### src/rtl/fetch_pkg.sv
// Shared types and constants for the fetch front-end.
//   br_type_t     : branch/jump kind, encoded to match funct3
//   fetch_entry_t : queue payload, fetched instruction tagged with its PC
//   CNT_W         : width of occupancy/credit counters for the default depth
package fetch_pkg;

    localparam int unsigned FETCH_XLEN  = 32;
    localparam int unsigned FETCH_DEPTH = 4;
    localparam int unsigned CNT_W       = $clog2(FETCH_DEPTH) + 1;

    typedef enum logic [2:0] {
        BEQ  = 3'b000,
        BNE  = 3'b001,
        JAL  = 3'b010,
        JALR = 3'b011,
        BLT  = 3'b100,
        BGE  = 3'b101,
        BLTU = 3'b110,
        BGEU = 3'b111
    } br_type_t;

    typedef struct packed {
        logic [FETCH_XLEN-1:0] pc;
        logic [31:0]           instr;
    } fetch_entry_t;

endpackage

### src/rtl/fetch_redirect_unit_fifo.sv
// fetch_fifo: synchronous DEPTH-entry queue of fetch_entry_t.
//   push/wr_data : enqueue one entry
//   pop          : dequeue head (ignored when empty)
//   flush        : empty the queue; overrides a same-cycle push or pop
//   rd_data      : current head entry
//   count        : occupancy
module fetch_fifo
    import fetch_pkg::*;
#(
    parameter int unsigned DEPTH = FETCH_DEPTH
) (
    input  logic                     clk,
    input  logic                     n_rst,
    input  logic                     push,
    input  logic                     pop,
    input  logic                     flush,
    input  fetch_entry_t             wr_data,
    output fetch_entry_t             rd_data,
    output logic [$clog2(DEPTH):0]   count
);

    localparam int unsigned PW = $clog2(DEPTH);
    localparam int unsigned CW = PW + 1;

    fetch_entry_t   mem [DEPTH];
    logic [PW-1:0]  wr_ptr;
    logic [PW-1:0]  rd_ptr;
    logic           do_push;
    logic           do_pop;

    assign do_push = push && !flush;
    assign do_pop  = pop && (count != '0) && !flush;

    // Storage is reset so the head reads as zero out of reset.
    always_ff @(posedge clk or negedge n_rst) begin
        if (!n_rst) begin
            for (int i = 0; i < int'(DEPTH); i++) begin
                mem[i] <= '0;
            end
            wr_ptr <= '0;
            rd_ptr <= '0;
            count  <= '0;
        end else if (flush) begin
            wr_ptr <= '0;
            rd_ptr <= '0;
            count  <= '0;
        end else begin
            if (do_push) begin
                mem[wr_ptr] <= wr_data;
                wr_ptr      <= wr_ptr + PW'(1);
            end
            if (do_pop) begin
                rd_ptr <= rd_ptr + PW'(1);
            end
            count <= count + CW'(do_push) - CW'(do_pop);
        end
    end

    assign rd_data = mem[rd_ptr];

    // Credit-based issue upstream must never overfill the queue.
    a_no_overflow: assert property (@(posedge clk) disable iff (!n_rst)
        (push && !pop && !flush) |-> (count < CW'(DEPTH)));

endmodule

### src/rtl/fetch_redirect_unit.sv
// fetch_redirect_unit: in-order instruction fetch with up to DEPTH requests in
// flight, a PC-tagged response queue, and branch/jump resolution from execute.
//   imem_req_*  : request channel to instruction memory (address = fetch PC)
//   imem_rsp_*  : in-order responses from instruction memory
//   instr_*     : queue head towards decode (valid/ready handshake)
//   ex_*        : branch/jump operands from the execute stage
//   redirect, redirect_pc, misalign : combinational resolution results
module fetch_redirect_unit
    import fetch_pkg::*;
#(
    parameter int unsigned    XLEN     = FETCH_XLEN,
    parameter int unsigned    DEPTH    = FETCH_DEPTH,
    parameter logic [XLEN-1:0] RESET_PC = '0
) (
    input  logic             clk,
    input  logic             n_rst,
    output logic             imem_req_valid,
    input  logic             imem_req_ready,
    output logic [XLEN-1:0]  imem_req_addr,
    input  logic             imem_rsp_valid,
    input  logic [31:0]      imem_rsp_data,
    output logic             instr_valid,
    input  logic             instr_ready,
    output logic [31:0]      instr_data,
    output logic [XLEN-1:0]  instr_pc,
    input  logic             ex_valid,
    input  logic [2:0]       ex_br_type,
    input  logic [XLEN-1:0]  ex_pc,
    input  logic [XLEN-1:0]  ex_rs1,
    input  logic [XLEN-1:0]  ex_rs2,
    input  logic [XLEN-1:0]  ex_imm,
    output logic             redirect,
    output logic [XLEN-1:0]  redirect_pc,
    output logic             misalign
);

    localparam int unsigned CW = $clog2(DEPTH) + 1;

    logic [XLEN-1:0] fpc;
    logic [XLEN-1:0] rsp_pc;
    logic [CW-1:0]   outstanding;
    logic [CW-1:0]   discard;
    logic [CW-1:0]   count;
    logic            started;

    logic            req_fire;
    logic            rsp_drop;
    logic            rsp_push;
    logic [CW-1:0]   inflight_next;
    logic            cond;
    logic            taken;
    logic [XLEN-1:0] target;

    fetch_entry_t    wr_entry;
    fetch_entry_t    head;

    // Branch condition and target resolution.
    always_comb begin
        cond   = 1'b0;
        target = ex_pc + ex_imm;
        case (br_type_t'(ex_br_type))
            BEQ:  cond = (ex_rs1 == ex_rs2);
            BNE:  cond = (ex_rs1 != ex_rs2);
            BLT:  cond = ($signed(ex_rs1) <  $signed(ex_rs2));
            BGE:  cond = ($signed(ex_rs1) >= $signed(ex_rs2));
            BLTU: cond = (ex_rs1 <  ex_rs2);
            BGEU: cond = (ex_rs1 >= ex_rs2);
            JAL:  cond = 1'b1;
            JALR: begin
                cond   = 1'b1;
                target = (ex_rs1 + ex_imm) & ~XLEN'(1);
            end
            default: cond = 1'b0;
        endcase
    end

    assign taken       = ex_valid && cond;
    assign misalign    = taken && target[1];
    assign redirect    = taken && !target[1];
    assign redirect_pc = target;

    // Queue slots plus in-flight requests form the credit pool.
    assign imem_req_valid = started &&
                            (({1'b0, count} + {1'b0, outstanding}) < (CW + 1)'(DEPTH));
    assign imem_req_addr  = fpc;
    assign req_fire       = imem_req_valid && imem_req_ready;

    // Responses to requests issued before a redirect are dropped.
    assign rsp_drop      = (discard != '0);
    assign rsp_push      = imem_rsp_valid && !rsp_drop;
    assign inflight_next = outstanding + CW'(req_fire) - CW'(imem_rsp_valid);

    always_ff @(posedge clk or negedge n_rst) begin
        if (!n_rst) begin
            fpc         <= RESET_PC;
            rsp_pc      <= RESET_PC;
            outstanding <= '0;
            discard     <= '0;
            started     <= 1'b0;
        end else begin
            started     <= 1'b1;
            outstanding <= inflight_next;
            if (redirect) begin
                // Everything still in flight after this edge belongs to the old path.
                fpc     <= target;
                rsp_pc  <= target;
                discard <= inflight_next;
            end else begin
                if (req_fire) begin
                    fpc <= fpc + XLEN'(4);
                end
                if (rsp_push) begin
                    rsp_pc <= rsp_pc + XLEN'(4);
                end
                if (imem_rsp_valid && rsp_drop) begin
                    discard <= discard - CW'(1);
                end
            end
        end
    end

    assign wr_entry.pc    = FETCH_XLEN'(rsp_pc);
    assign wr_entry.instr = imem_rsp_data;

    fetch_fifo #(
        .DEPTH (DEPTH)
    ) u_fifo (
        .clk     (clk),
        .n_rst   (n_rst),
        .push    (rsp_push),
        .pop     (instr_ready),
        .flush   (redirect),
        .wr_data (wr_entry),
        .rd_data (head),
        .count   (count)
    );

    assign instr_valid = (count != '0);
    assign instr_data  = head.instr;
    assign instr_pc    = XLEN'(head.pc);

endmodule

### config.mk
export PLATFORM = sky130hd
export DESIGN_NAME = fetch_redirect_unit
export DESIGN_NICKNAME = d
export VERILOG_FILES = /design/src/rtl/fetch_pkg.sv /design/src/rtl/fetch_redirect_unit_fifo.sv /design/src/rtl/fetch_redirect_unit.sv
export SDC_FILE = /design/constraint.sdc
export NUM_CORES = 1
export LEC_CHECK = 0
export CORE_MARGIN = 2
export CORE_UTILIZATION = 32
export DETAILED_ROUTE_END_ITERATION = 10
export SYNTH_ARGS = -nofsm -noshare
export SYNTH_HDL_FRONTEND = slang
export SYNTH_HIERARCHICAL = 1
export SYNTH_SLANG_ARGS = --single-unit
export TNS_END_PERCENT = 10
### constraint.sdc
create_clock -name clk -period 4.06 [get_ports clk]
set_clock_uncertainty 0.2 [all_clocks]
set_input_delay 0.812 -clock clk [delete_from_list [all_inputs] [get_ports clk]]
set_output_delay 0.812 -clock clk [all_outputs]
set_load 0.03 [all_outputs]
==> metrics, run 1 <==
TritonCTS Buffers 38; actual slew at the worst max-slew pin around 0.72 ns; Worst-Skew Late Latency 0.53 ns; worst setup margin -0.454 ns; CP Max Fanout 4; first-pass GRT wire length 94400 µm; Mapped Nets 1928; nets@finish between 2000 and 3000; Clock transition at path regs 0.05 ns; ys flop type dfrtp_1; total iterations of the first detailed-routing run 4; Setup Viol. Count Final ~280; dpl ws -1.44 ns; CTS Hold Bufs 0; remaining antenna violation count after routing 0; CTS tree done; row count 90; final period utilization 1.11; Die ar. around 63000 µm²; WL final slightly above 60000 µm; CTS H-tree lvls 2; Pwr Density slightly below 600 nW/µm²; Fin Hold WS ~0.06 ns; starting density of the core 0.325; initial DRC count about 580; most common cell after layout, fill and taps aside dfrtp_1; CP endpoint kind output pin; Pwr Total about 17 mW; Vias/cell 5.00; GR Util All Layers 0.189; Slew Limit Fails 0; R2R setup slack about 0.65 ns; warnings from Yosys 6; final core occ 0.483; Worst Hold Class in -> async; VDD IR max 0.000235 V; Chip Height between 200 and 300 µm; Final HPWL DP 43800 µm; routability-driven placement congestion ratio around 0.90; EDFF count, synth 0; most frequent cells in the layout 332 x dfrtp_1, 307 x buf_4, 258 x mux2_2; worst r2r dst discard[2]; Fin. Hold Viols 0; largest net degree at the start of global routing 86; # IOs 301; DRC viols 0; placed inst area 25900 µm²; antenna violations before repair 3; Inst Count DP just under 3000; clock tree buffer depth 3; layout cell share with drive strength beyond 1 0.458; RSZ-0062 raised after global routing true; die width about 250 µm; Worst Setup Start Kind primary input; clk sinks approximately 330; Synth cell types 70; worst relative slew slack 0.518; Pleak about 13 nW; crit path DAT roughly 3.5 ns; post-synthesis sequential area ratio 0.426; Seq cells post-synth around 330; fmax 222 MHz; number of max-cap violations 0; setup_tns -40.02 ns; area growth from synthesis to layout 48.8%; post-route cell area approximately 29000 µm²; FFs w/ async S/R, synth 1.00; run status finished, violations left; routed len/inst 19.5 µm; area of the core ~60000 µm²; port bufs 300; grt ovf 0; Mapped Area just under 20000 µm²; failing checks setup timing; final worst path period need approximately 4.5 ns; total vias in the final route 15500; Non-Filler Instances slightly above 3000; launching point of the worst reg2reg path u_fifo/count[2]; FF-to-FF path depth 13; Crit Path Class in -> out; Syn Area/Cell around 12 µm²; CTS Root Buffer Type clkbuf_16; Mapped Cells ~1600; required time worst endpoint a little over 3 ns; vias in the first global route about 17000
## where the power goes
part | switching [mW] | internal, mW | total (mW)
Sequential | 1.10 | 4.55 | 5.66
Combinational | 3.83 | 4.09 | 7.92
Clock | 1.36 | 2.15 | 3.51
## final cells by class
cell class / count / area, µm²
fill: 5378 / 31200
multi-input combinational: 1168 / 11900
sequential: 334 / 8370
timing repair buffer: 673 / 6380
clock buffer: 53 / 1110
tap: 782 / 978
inverter: 78 / 319
clock inverter: 12 / 169
antenna: 2 / 5.00
## flip-flops by register name, summed over array words and instances, names as in the netlist
signal	cells
rsp_pc	32
u_fifo/count	3
u_fifo/wr_ptr	2
u_fifo/rd_ptr	2
outstanding	3
started	1
imem_req_addr	32
u_fifo/mem	256
discard	3
## logic make-up (layout without fill, tap and decap cells)
group | Yosys count | count (layout) | share of synthesized area
mux | 353 | 353 | 0.237
flops | 334 | 334 | 0.426
simple gates | 313 | 313 | 0.0799
compound gates | 281 | 281 | 0.0917
buf+inv | 146 | 816 | 0.0440
fa+ha+maj | 111 | 111 | 0.0722
xor+xnor | 109 | 109 | 0.0493
other cells | 1 | 3 | 0.000191
## synthesized netlist by cell type (all sizes together) (3+ instances only)
master   number  area share
a2111oi       3      0.0014
a211o         3      0.0013
a211oi       15      0.0057
a21boi       16      0.0061
a21o         27       0.010
a21oi       103       0.027
a221o         4      0.0020
a221oi        5      0.0025
a31oi        10      0.0032
and2          9      0.0029
and3         18      0.0057
and4         15      0.0067
buf          53       0.026
clkbuf       15      0.0029
dfrtp       334        0.43
fa            4      0.0041
ha          107       0.068
inv          78       0.015
mux2        260        0.15
mux2i        29       0.015
mux4         64       0.073
nand2        87       0.017
nand2b       15      0.0048
nand3        38      0.0097
nand3b        5      0.0019
nand4        18      0.0057
nor2         72       0.014
nor2b        12      0.0038
nor3          7      0.0018
o2111ai       3      0.0013
o211ai        7      0.0027
o21a         14      0.0054
o21ai        44       0.011
o21bai        4      0.0015
o31ai         8      0.0031
or3           4      0.0013
or4           4      0.0017
xnor2        46       0.021
xor2         62       0.028
## per-layer routing
layer,share of wire,track usage,up-vias
met5,0.00038,0,-
met4,0.024,0.0517,4
met3,0.054,0.0410,88
met2,0.51,0.340,287
met1,0.42,0.227,7777
li1,-,-,7341
## worst max path at each step
stage	from	endpoint	slack, ns	depth (start not counted)
finish	ex_imm[3]	redirect_pc[31]	-0.45	14
global route	ex_rs1[14]	redirect_pc[31]	-0.55	14
CTS	ex_rs1[14]	redirect	-0.47	14
detailed placement	ex_rs2[13]	u_fifo/count[2]	-1.44	20
global placement	ex_rs2[13]	u_fifo/count[2]	-1.35	20
floorplan	ex_rs2[13]	u_fifo/count[2]	-0.53	22
## repair_timing
item | in CTS | in global routing
endpoints found under the setup margin | 357 | 292
setup buffers | 52 | 8
pin swaps | 143 | 38
cloned | 8 | 2
hold endpoints to repair | 0 | 0
gates resized for setup | 531 | 87
## critical path, cell delays in order
cell and delay, ns:
buf_6 0.11, ha_4 0.26, buf_6 0.10, o21ai_2 0.05, o21a_1 0.22, or4_4 0.57, a21oi_4 0.21, o21a_4 0.19
o41ai_4 0.11, o21a_1 0.19, a31oi_1 0.21, xor2_1 0.23, inv_1 0.09, buf_6 0.14
Power figures use the tool's default switching activity.
==> run 2, diff against run 1 <==
CORE_UTILIZATION = 50   (was 32)
PLACE_DENSITY = 0.78   (was unset)
==> metrics, run 2 (synthesis gave the netlist of run 1 again) <==
initial DRC count 985 (+71%); fillers 2352 (-56%); remaining antenna violation count after routing 0 (unchanged); Worst Setup Start Kind primary input; layout cell share with drive strength beyond 1 0.477 (+0.0196); Vias/cell 5.81 (+16%); DRC viols 0 (unchanged); CP Max Fanout 3 (-1); Pleak 13.3 nW (+0.12%); antenna violations before repair 3 (unchanged); placed inst area 25400 µm² (-2.1%); # IOs 301 (unchanged); CTS H-tree lvls 2 (unchanged); clock tree buffer depth 3 (unchanged); clk sinks 334 (unchanged); area of the core 38700 µm² (-36%); Buf/Inv on CP 7 (+3); worst relative slew slack 0.443 (-0.0748); row count 72 (-20%); Pwr Density 585 nW/µm² (+0.10%); Setup Viol. Count Final 230 (-17%); worst setup margin -0.529 ns (-0.0749 ns); nets@finish 2590 (+0.66%); Worst Hold Class in -> async; largest net degree at the start of global routing 109 (+27%); dpl ws -1.26 ns (+0.186 ns); post-route cell area 29000 µm² (-0.74%); most frequent cells in the layout 338 x buf_4, 332 x dfrtp_1, 260 x mux2_2; Slew Limit Fails 0 (unchanged); total iterations of the first detailed-routing run 5 (+1); CTS tree done; total vias in the final route 16600 (+6.8%); slowest CP cell ha_4; most common cell after layout, fill and taps aside buf_4; first-pass GRT wire length 91700 µm (-2.9%); Crit Path Class in -> out; die width 202 µm (-20%); required time worst endpoint 3.05 ns (about the same); CP endpoint kind output pin; CP peak stage delay 0.27 ns (-0.30 ns); failing checks setup timing; area growth from synthesis to layout 47.7%; VDD IR max 0.000284 V (+21%); Worst-Skew Late Latency 0.53 ns (about the same); vias in the first global route 17300 (+1.3%); WL final 61200 µm (+1.2%); Chip Height 202 µm (-20%); final period utilization 1.13 (+0.0184); Final HPWL DP 40100 µm (-8.3%); Clock transition at path regs 0.06 ns (about the same); Fin. Hold Viols 0 (unchanged); RSZ-0062 raised after global routing true; port bufs 300 (unchanged); worst-path cell chain buf_6 > buf_6 > ha_4 > nand2_4 > buf_4 > a211oi_2 > o21ai_4 > buf_4 > buf_4 > a21oi_1 > nor2b_1 > o21bai_1 > a21oi_1 > xnor2_1 > mux2i_1 > inv_1 > buf_6; starting density of the core 0.507 (+0.182); Largest register FFs 256 (unchanged); Top reg by flops u_fifo/mem; routed len/inst 21.5 µm (+10%); grt ovf 0 (unchanged); TritonCTS Buffers 34 (-11%); fmax 218 MHz (-1.6%); actual slew at the worst max-slew pin 0.836 ns (+0.112 ns); CP delay by family, top compound AO/OA/AOI/OAI gates; crit path DAT 3.58 ns (+0.08 ns); run status finished, violations left; number of max-cap violations 0 (unchanged); Die ar. 40900 µm² (-35%); final worst path period need 4.59 ns (+0.0749 ns); routability-driven placement congestion ratio 0.980 (+9.4%); GR Util All Layers 0.282 (+0.0930); CTS Root Buffer Type clkbuf_16
-- run 2: changes by cell type in the layout (fill, tap and decap cells not counted), moves of 6 or more --
cell / previous run / this run
buf_6: 71 / 85
a21oi_2: 19 / 25
buf_16: 9 / 2
a21oi_1: 78 / 69
buf_4: 307 / 338
dlygate4sd2_1: 42 / 30
buf_12: 32 / 20
clkdlybuf4s50_1: 157 / 165
clkdlybuf4s15_1: 11 / 5
-- run 2: what timing repair did --
action / in CTS / in global routing
buffers inserted: 81 / 29
endpoints found under the setup margin: 355 / 302
pin swaps: 140 / 93
gates resized for setup: 593 / 122
hold buffers: 0 / 0
cloned: 1 / 4
-- run 2: power breakdown --
part / total [mW] / internal [mW] / switching (mW)
combinational: 8.17 / 4.19 / 3.98
clock: 3.23 / 1.94 / 1.29
sequential: 5.58 / 4.55 / 1.03
total: 17.0 / 10.7 / 6.30
-- run 2: final timing paths --
check | startpoint | end | slack (ns) | depth (start not counted)
max in group asynchronous | n_rst | u_fifo/mem[178] | 2.65 | 2
max reg2reg | u_fifo/count[2] | imem_req_addr[29] | 0.52 | 11
min | n_rst | u_fifo/mem[154] | 0.16 | 1
max | ex_imm[8] | redirect_pc[16] | -0.53 | 17
min in group clk | imem_req_addr[1] | imem_req_addr[1] | 0.29 | 1
min reg2reg | imem_req_addr[1] | imem_req_addr[1] | 0.29 | 1
-- run 2: final cells by class --
cell class              instances  area (µm²)  share of cell area
multi-input cells            1168       12100               0.418
clock buffers                  43         925              0.0319
inverters                      78         322              0.0111
diodes                          1        2.50           0.0000862
well taps                     518         648              0.0223
flip-flops and latches        334        8360               0.288
clock inverters                15         225             0.00776
repair buffers                694        6390               0.220
-- run 2: per-layer routing --
layer	vias up	global-route usage	wire, µm
li1	7372	-	-
met1	8258	0.336	23800
met2	684	0.503	30400
met3	240	0.0547	3900
met4	4	0.110	3130
met5	-	0	18
-- run 2: through the flow --
step | TNS, ns | cells | total power, mW | utilization | hold WS, ns
final | -13.28 | 2851 | 17.0 | 0.749 | 0.165
after detailed placement | -364.63 | 2696 | 13.1 | 0.656 | 0.283
after global placement | -346.94 | 2696 | 12.8 | 0.656 | 0.275
after global routing | -57.62 | 2850 | 17.8 | 0.749 | 0.237
after CTS | -5.49 | 2831 | 16.8 | 0.732 | 0.196
after floorplan | -2.14 | 1648 | 10.1 | - | 0.274
==> run 3, diff against run 2 <==
GPL_ROUTABILITY_DRIVEN = 0   (was unset)
==> metrics, run 3 (synthesis gave the netlist of run 1 again) <==
# IOs 301 (unchanged); setup_tns -25.52 ns (-12.24 ns); worst setup margin -0.485 ns (+0.0435 ns); DRC viols 0 (unchanged); starting density of the core 0.507 (unchanged); Worst-Skew Late Latency 0.51 ns (-0.02 ns); remaining antenna violation count after routing 0 (unchanged); layout cell share with drive strength beyond 1 0.462 (-0.0148); Final HPWL DP 40600 µm (+1.2%); Setup Viol. Count Final 279 (+21%); routed len/inst 21.6 µm (+0.75%); met3 wire len 4080 µm (+4.6%); first-pass GRT wire length 92900 µm (+1.3%); fillers 2392 (+1.7%); Largest register FFs 256 (unchanged); CP endpoint kind output pin; area of the core 38700 µm² (unchanged); grt ovf 0 (unchanged); area growth from synthesis to layout 45.5%; CP peak stage delay 0.48 ns (+0.21 ns); CTS Hold Bufs 0 (unchanged); Worst Setup Start Kind primary input; Chip Height 202 µm (unchanged); CTS H-tree lvls 2 (unchanged); VDD IR max 0.000296 V (+4.1%); Crit Path Class in -> out; worst-path cell chain buf_2 > ha_4 > nand4_1 > or4_4 > a21oi_4 > o311ai_4 > a211oi_2 > buf_4 > o21ai_2 > nor2b_4 > xnor2_2 > mux2i_1 > inv_1 > buf_6; die width 202 µm (unchanged); Clock transition at path regs 0.06 ns (about the same); clock tree buffer depth 3 (unchanged); worst relative slew slack 0.329 (-0.114); Buf/Inv on CP 4 (-3); port bufs 300 (unchanged); fmax 220 MHz (+0.96%); TritonCTS Buffers 35 (+2.9%); vias in the first global route 17600 (+2.1%); number of max-cap violations 0 (unchanged); most frequent cells in the layout 332 x dfrtp_1, 317 x buf_4, 260 x mux2_2; final period utilization 1.12 (-0.0107); Pleak 13.1 nW (-1.4%); Top reg by flops u_fifo/mem; CTS tree done; Fin Hold WS 0.169 ns (+0.00392 ns); crit path DAT 3.53 ns (-0.05 ns); Non-Filler Instances 2822 (-1.0%); actual slew at the worst max-slew pin 1.01 ns (+0.171 ns); row count 72 (unchanged); total iterations of the first detailed-routing run 5 (unchanged); required time worst endpoint 3.05 ns (about the same); most common cell after layout, fill and taps aside dfrtp_1; WL final 61100 µm (-0.27%); initial DRC count 971 (-1.4%); Vias/cell 5.79 (-0.27%); final worst path period need 4.55 ns (-0.0435 ns); clk sinks 334 (unchanged); Inst Count DP 2694 (-0.074%); total vias in the final route 16300 (-1.3%); RSZ-0062 raised after global routing true; Fin. Hold Viols 0 (unchanged); top sig layer met5; Pwr Density 584 nW/µm² (-0.20%); CP delay by family, top simple AND/OR/NAND/NOR gates; Worst Hold Class in -> async; wl on met1 23200 µm (-2.5%); run status finished, violations left; Routed met2 length 30300 µm (-0.27%); slowest CP cell or4_4; antenna violations before repair 5 (+2); nets@finish 2561 (-1.1%); final core occ 0.738 (-0.0114); CP Max Fanout 4 (+1); failing checks setup timing; Die ar. 40900 µm² (unchanged); GR Util All Layers 0.285 (+0.00326); CTS Root Buffer Type clkbuf_16; largest net degree at the start of global routing 110 (+0.92%); Slew Limit Fails 0 (unchanged)
==> run 3: per-layer routing <==
| metal | vias up | GRT usage |
|---|---|---|
| li1 | 7294 | - |
| met5 | - | 0 |
| met2 | 657 | 0.506 |
| met1 | 8154 | 0.330 |
| met4 | 6 | 0.134 |
| met3 | 235 | 0.0597 |
==> run 3: worst paths after layout <==
| kind | start | depth (start not counted) | end | slack, ns |
|---|---|---|---|---|
| setup / recovery | ex_imm[13] | 14 | redirect_pc[29] | -0.49 |
| hold / removal | n_rst | 1 | u_fifo/mem[216] | 0.17 |
| setup reg to reg | u_fifo/count[2] | 13 | discard[2] | 0.51 |
| hold reg to reg | u_fifo/mem[68] | 1 | u_fifo/mem[68] | 0.30 |
| max in group asynchronous | n_rst | 2 | u_fifo/mem[234] | 2.52 |
| min in group clk | u_fifo/mem[68] | 1 | u_fifo/mem[68] | 0.30 |
==> run 3: cell type report <==
class | instances | area (µm²) | area share
clock buffers | 54 | 1080 | 0.0378
clock inverters | 5 | 31.3 | 0.00109
repair buffers | 664 | 6090 | 0.213
diodes | 1 | 2.50 | 0.0000876
multi-input cells | 1168 | 12000 | 0.421
well taps | 518 | 648 | 0.0227
inverters | 78 | 319 | 0.0112
flip-flops and latches | 334 | 8360 | 0.293
==> run 3: where the power goes <==
| group | internal (mW) | total, mW | leakage, nW | switching, mW |
|---|---|---|---|---|
| sequential | 4.55 | 5.66 | 4.27 | 1.11 |
| clock | 1.83 | 3.08 | 0.552 | 1.25 |
| combinational | 4.09 | 7.95 | 8.31 | 3.86 |
==> run 3: what timing repair did <==
action / CTS / global route
endpoints found under the hold margin: 0 / 0
gates resized for setup: 581 / 89
buffers inserted: 54 / 22
pin swaps: 154 / 81
endpoints found under the setup margin: 347 / 291
==> run 3: through the flow <==
step           cell area [µm²]  setup slack (ns)  power (mW)
4_1_cts                  28100            -0.472        16.6
5_1_grt                  28600            -0.652        17.6
3_3_place_gp             25500             -1.24        12.8
2_1_floorplan            19900            -0.529        10.1
3_5_place_dp             25500             -1.29        13.2
6_report                 28600            -0.485        16.7
